`config.mk`:
```
export PLATFORM = sky130hd
export DESIGN_NAME = branch_predict_ctrl_flat
export DESIGN_NICKNAME = d
export VERILOG_FILES = /design/src/rtl/branch_predict_ctrl_if.sv /design/src/rtl/branch_predict_ctrl.sv /design/src/flat_wrapper.sv
export SDC_FILE = /design/constraint.sdc
export NUM_CORES = 1
export LEC_CHECK = 0
export CORE_MARGIN = 10
export CORE_UTILIZATION = 40
export DETAILED_ROUTE_END_ITERATION = 8
export PLACE_DENSITY = 0.69
export SETUP_SLACK_MARGIN = 0.05
export SLEW_MARGIN = 20
export SYNTH_ARGS = -nofsm -noshare
export SYNTH_HDL_FRONTEND = slang
export SYNTH_SLANG_ARGS = --single-unit
```
`constraint.sdc`:
```
create_clock -name clk -period 5.6 [get_ports clk]
set_clock_uncertainty 0.2 [all_clocks]
set_input_delay 0.84 -clock clk [delete_from_list [all_inputs] [get_ports clk]]
set_output_delay 0.84 -clock clk [all_outputs]
set_load 0.005 [all_outputs]
```
`src/rtl/branch_predict_ctrl_if.sv`:
```
// Pipeline-side bus of the branch predictor: IF lookup, EX resolution,
// stall input, and the redirect/flush/performance outputs.
interface branch_predict_ctrl_if;
    logic [31:0] if_pc;
    logic        if_pred_taken;
    logic        ex_valid;
    logic [31:0] ex_pc;
    logic        ex_pred_taken;
    logic        ex_BA;
    logic [31:0] ex_target;
    logic        stall;
    logic        redirect;
    logic [31:0] redirect_pc;
    logic        flush;
    logic [15:0] branch_cnt;
    logic [15:0] mispred_cnt;

    modport master (
        output if_pc, ex_valid, ex_pc, ex_pred_taken, ex_BA, ex_target, stall,
        input  if_pred_taken, redirect, redirect_pc, flush, branch_cnt, mispred_cnt
    );

    modport slave (
        input  if_pc, ex_valid, ex_pc, ex_pred_taken, ex_BA, ex_target, stall,
        output if_pred_taken, redirect, redirect_pc, flush, branch_cnt, mispred_cnt
    );
endinterface

```
`src/rtl/branch_predict_ctrl.sv`:
```
// Direct-mapped 2-bit saturating-counter branch predictor with a small FSM
// that sequences PC redirect and pipeline flush after a misprediction.
module branch_predict_ctrl #(
    parameter int IDX_BITS     = 4,
    parameter int FLUSH_CYCLES = 2
) (
    input logic                  clk,
    input logic                  rst,
    branch_predict_ctrl_if.slave bus
);
    localparam int ENTRIES = 1 << IDX_BITS;
    localparam int FCNT_W  = (FLUSH_CYCLES > 1) ? $clog2(FLUSH_CYCLES) : 1;
    localparam logic [FCNT_W-1:0] FCNT_INIT = FCNT_W'(FLUSH_CYCLES - 1);

    typedef enum logic {
        IDLE  = 1'b0,
        FLUSH = 1'b1
    } state_t;

    state_t              state_q;
    logic [FCNT_W-1:0]   fcnt_q;
    logic                redirect_q;
    logic [31:0]         redirect_pc_q;
    logic                flush_q;
    logic [15:0]         branch_cnt_q, branch_cnt_d;
    logic [15:0]         mispred_cnt_q, mispred_cnt_d;

    logic                res;
    logic                mis;
    logic [IDX_BITS-1:0] ex_idx;
    logic [IDX_BITS-1:0] if_idx;
    logic [ENTRIES-1:0]  pred_msb;
    logic                unused_pc_bits;

    assign ex_idx = bus.ex_pc[IDX_BITS+1:2];
    assign if_idx = bus.if_pc[IDX_BITS+1:2];
    assign unused_pc_bits = ^{bus.if_pc[31:IDX_BITS+2], bus.if_pc[1:0]};

    // Wrong-path branches arriving during FLUSH are dropped by the state term.
    assign res = bus.ex_valid & ~bus.stall & (state_q == IDLE);
    assign mis = res & (bus.ex_BA != bus.ex_pred_taken);

    genvar gi;
    generate
        for (gi = 0; gi < ENTRIES; gi++) begin : g_entry
            logic [1:0] cnt_q, cnt_d;

            always_comb begin
                cnt_d = cnt_q;
                if (res && (ex_idx == IDX_BITS'(gi))) begin
                    if (bus.ex_BA) begin
                        if (cnt_q != 2'b11) cnt_d = cnt_q + 2'd1;
                    end else begin
                        if (cnt_q != 2'b00) cnt_d = cnt_q - 2'd1;
                    end
                end
            end

            always_ff @(posedge clk) begin
                if (rst) cnt_q <= 2'b01;
                else     cnt_q <= cnt_d;
            end

            assign pred_msb[gi] = cnt_q[1];
        end
    endgenerate

    // Read sees the registered entry, so a same-cycle EX update is not forwarded.
    assign bus.if_pred_taken = pred_msb[if_idx];

    always_comb begin
        branch_cnt_d  = branch_cnt_q;
        mispred_cnt_d = mispred_cnt_q;
        if (res && (branch_cnt_q != 16'hFFFF))  branch_cnt_d  = branch_cnt_q + 16'd1;
        if (mis && (mispred_cnt_q != 16'hFFFF)) mispred_cnt_d = mispred_cnt_q + 16'd1;
    end

    always_ff @(posedge clk) begin
        if (rst) begin
            branch_cnt_q  <= 16'd0;
            mispred_cnt_q <= 16'd0;
        end else begin
            branch_cnt_q  <= branch_cnt_d;
            mispred_cnt_q <= mispred_cnt_d;
        end
    end

    always_ff @(posedge clk) begin
        if (rst) begin
            state_q       <= IDLE;
            fcnt_q        <= '0;
            redirect_q    <= 1'b0;
            redirect_pc_q <= 32'd0;
            flush_q       <= 1'b0;
        end else if (!bus.stall) begin
            case (state_q)
                IDLE: begin
                    if (mis) begin
                        redirect_q    <= 1'b1;
                        redirect_pc_q <= bus.ex_BA ? bus.ex_target : (bus.ex_pc + 32'd4);
                        flush_q       <= 1'b1;
                        state_q       <= FLUSH;
                        fcnt_q        <= FCNT_INIT;
                    end
                end
                FLUSH: begin
                    redirect_q <= 1'b0;
                    if (fcnt_q == '0) begin
                        state_q <= IDLE;
                        flush_q <= 1'b0;
                    end else begin
                        fcnt_q <= fcnt_q - 1'b1;
                    end
                end
                default: begin
                    state_q    <= IDLE;
                    redirect_q <= 1'b0;
                    flush_q    <= 1'b0;
                end
            endcase
        end
    end

    assign bus.redirect    = redirect_q;
    assign bus.redirect_pc = redirect_pc_q;
    assign bus.flush       = flush_q;
    assign bus.branch_cnt  = branch_cnt_q;
    assign bus.mispred_cnt = mispred_cnt_q;
endmodule

```
`src/flat_wrapper.sv`:
```
// flat-port wrapper written by rule: the top's interface ports become plain ports
module branch_predict_ctrl_flat 
#(
    parameter int IDX_BITS     = 4,
    parameter int FLUSH_CYCLES = 2
)
  (clk, rst, bus_if_pc, bus_ex_valid, bus_ex_pc, bus_ex_pred_taken, bus_ex_BA, bus_ex_target, bus_stall, bus_if_pred_taken, bus_redirect, bus_redirect_pc, bus_flush, bus_branch_cnt, bus_mispred_cnt);
  branch_predict_ctrl_if bus_i ();
  input logic clk;
  input logic rst;
  input wire logic [$bits(bus_i.if_pc)-1:0] bus_if_pc;
  input wire logic [$bits(bus_i.ex_valid)-1:0] bus_ex_valid;
  input wire logic [$bits(bus_i.ex_pc)-1:0] bus_ex_pc;
  input wire logic [$bits(bus_i.ex_pred_taken)-1:0] bus_ex_pred_taken;
  input wire logic [$bits(bus_i.ex_BA)-1:0] bus_ex_BA;
  input wire logic [$bits(bus_i.ex_target)-1:0] bus_ex_target;
  input wire logic [$bits(bus_i.stall)-1:0] bus_stall;
  output wire logic [$bits(bus_i.if_pred_taken)-1:0] bus_if_pred_taken;
  output wire logic [$bits(bus_i.redirect)-1:0] bus_redirect;
  output wire logic [$bits(bus_i.redirect_pc)-1:0] bus_redirect_pc;
  output wire logic [$bits(bus_i.flush)-1:0] bus_flush;
  output wire logic [$bits(bus_i.branch_cnt)-1:0] bus_branch_cnt;
  output wire logic [$bits(bus_i.mispred_cnt)-1:0] bus_mispred_cnt;
  assign bus_i.if_pc = bus_if_pc;
  assign bus_i.ex_valid = bus_ex_valid;
  assign bus_i.ex_pc = bus_ex_pc;
  assign bus_i.ex_pred_taken = bus_ex_pred_taken;
  assign bus_i.ex_BA = bus_ex_BA;
  assign bus_i.ex_target = bus_ex_target;
  assign bus_i.stall = bus_stall;
  assign bus_if_pred_taken = bus_i.if_pred_taken;
  assign bus_redirect = bus_i.redirect;
  assign bus_redirect_pc = bus_i.redirect_pc;
  assign bus_flush = bus_i.flush;
  assign bus_branch_cnt = bus_i.branch_cnt;
  assign bus_mispred_cnt = bus_i.mispred_cnt;
  branch_predict_ctrl #(.IDX_BITS(IDX_BITS), .FLUSH_CYCLES(FLUSH_CYCLES)) u_core (.clk(clk), .rst(rst), .bus(bus_i));
endmodule
```
==> results_dict.tcl <==
set metrics [dict create \
    synth_fp_nets 855 \
    drv_cap 0 \
    end_kind "primary output" \
    synth.avg_cell_area_sq_um 7.99 \
    synth_cells 747 \
    rows 44 \
    cts_root_buf "clkbuf_16" \
    cts_sinks 99 \
    hpwl_um 14100 \
    grt_pass1_vias 6181 \
    synth_common_cells "dfxtp_1 (99), nor2_1 (55), clkbuf_1 (47)" \
    route.met2.wl_um 9390 \
    wirelength_um 19800 \
    insertion_delay_ns 0.36 \
    rsz0062_at_grt "no" \
    setup_viol 0 \
    final_util 0.532 \
    tns_ns 0 \
    numCtsBuffers 9 \
    worst_setup_path_start_kind "input pin" \
    port_buffers 140 \
    gp_congestion 0.851 \
    drt_first_pass_iters 7 \
    ys_seq_elements 99 \
    fin_crit_sh 0.717 \
    num_antenna_cells 0 \
    synth_cell_type_count 60 \
    power_frac_seq 0.450 \
    synth_warnings 0 \
    slew_headroom 0.311 \
    yosysTopAreaCell "dfxtp_1" \
    drt-wirelength-per-cell_um 19.1 \
    wl_met1_um 8010 \
    yosysMostFrequentCell "dfxtp_1" \
    overflow 0 \
    path_clk_slew_ns 0.07 \
    path_max_fanout 4 \
    cts_tree "built" \
    ant_nets 0 \
    maxSlewViolCount 0 \
    grt_pass1_wl_um 31900 \
    clk_path_buf_depth 2 \
    drt_iter0_drc 513 \
    via_count 6535 \
    area_growth_pct 30.0 \
    h-tree-depth 3 \
    grt_max_degree 96 \
    crit_arrival_ns 2.98 \
    worstSetupPathType "input pin to primary output" \
    start_util 0.409 \
    viasPerCell 6.30 \
    hold_viol 0 \
    io_pins 169 \
    antenna_found_initial 0 \
    ys.flop_type "dfxtp_1" \
    pwr-share-comb 0.158 \
    fin_area_sq_um 7760 \
    synthTopCellsByArea "dfxtp_1 (33%), a21oi_1 (3.5%), o21ai_0 (3.5%)" \
    syn_area_sq_um 5970 \
    cts_setup_buffers 0 \
    tightest_slew_ns 1.03 \
    cts_hold_buffers 0 \
    switching_share 0.265 \
    wl_met3_um 1840 \
    drive_above_1_share 0.0586 \
    top_layer_used "met4" \
    p_clk_frac 0.392 \
    crit_required_ns 4.56 \
    die_h_um 142 \
    core_area_sq_um 14600 \
    leakagePower_nw 2.53 \
    die_w_um 142 \
    num-fill-cells 1317 \
    clock.fmax_ghz 0.249 \
    switchingPower_w 0.000450 \
    p_int_w 0.00125 \
    netlist.area_leader.share 0.332 \
    post_dp_cell_area_sq_um 7430 \
    irDropWorstVdd_mv 0.172 \
    ys_seq_area_frac 0.332 \
    min_period_ns 4.02 \
    hold_class "register to register" \
    power_density_nw_per_um2 219 \
    grt_usage 0.190 \
    drc 0 \
    outcome "completed" \
    hold_ws_ns 0.266 \
    dieArea_sq_um 20200 \
    ctsResizeCount 0 \
    synth_edf_count 0 \
    async_flop_share 0 \
    nets 956 \
]
## power by group through the flow
stage	combinational (W)	clock, W	sequential, W
after floorplan	0.000139	0	0.000774
after global placement	0.000258	0	0.000779
after detailed placement	0.000267	0	0.000782
after CTS	0.000268	0.000677	0.000766
after global routing	0.000293	0.000707	0.000771
final	0.000269	0.000667	0.000767
## cell type report
type	instances	area, sq um	share of cell area
flip-flops and latches	99	1980	0.255
inverters	15	56.3	0.00725
multi-input cells	574	3720	0.479
well taps	184	230	0.0297
clock inverters	3	43.8	0.00564
clock buffers	13	270	0.0348
repair buffers	149	1460	0.188
## layer usage
layer	vias up	track usage
met1	3104	0.230
met3	42	0.0514
met4	0	0.0871
met5	-	0
met2	288	0.307
li1	3101	-
## through the flow
stage | setup slack, ns | power [W] | std cells
floorplan | 2.78 | 0.000913 | 747
global placement | 1.53 | 0.00104 | 1021
detailed placement | 1.45 | 0.00105 | 1021
CTS | 1.56 | 0.00171 | 1037
global route | 1.53 | 0.00177 | 1037
finish | 1.58 | 0.00170 | 1037
## worst max-delay path, stage by stage
cell and delay, ns:
clkdlybuf4s50_1 0.64, mux4_2 0.56, mux4_2 0.48, clkdlybuf4s50_1 0.46
## placed cells by master, fill, tap and decap left out, drive strengths merged, types with 16 or more instances in the layout
master / n
a31oi: 25
nand2: 44
nand3: 39
and3: 16
a21oi: 42
clkdlybuf4s50: 138
dfxtp: 99
nor3: 22
nor4: 16
nor2: 55
o21ai: 42
nand4: 31
or4: 27
## flip-flops by register name, indices dropped and copies added (netlist names)
name	count
u_core.bus.flush	1
u_core.bus.redirect_pc	32
u_core.state_q	1
u_core.bus.branch_cnt	16
u_core.fcnt_q	1
u_core.g_entry.cnt_q	32
u_core.bus.mispred_cnt	16
## path summary, 6_finish.rpt
kind | from | end | slack, ns | depth (start not counted)
max | bus_if_pc[2] | bus_if_pred_taken | 1.58 | 4
min | u_core.bus.redirect_pc[6] | u_core.bus.redirect_pc[6] | 0.27 | 2
max reg2reg | u_core.state_q | u_core.bus.redirect_pc[9] | 2.88 | 4
min reg2reg | u_core.bus.redirect_pc[6] | u_core.bus.redirect_pc[6] | 0.27 | 2
## cells by family after synthesis
| logic type | Yosys count | share of synthesized area |
|---|---|---|
| simple gates | 309 | 0.286 |
| compound gates | 227 | 0.256 |
| flops | 99 | 0.332 |
| buf+inv | 74 | 0.0488 |
| mux | 21 | 0.0478 |
| xor+xnor | 11 | 0.0174 |
| fa+ha+maj | 6 | 0.0126 |
No activity file was read; power rests on OpenSTA's default activity.
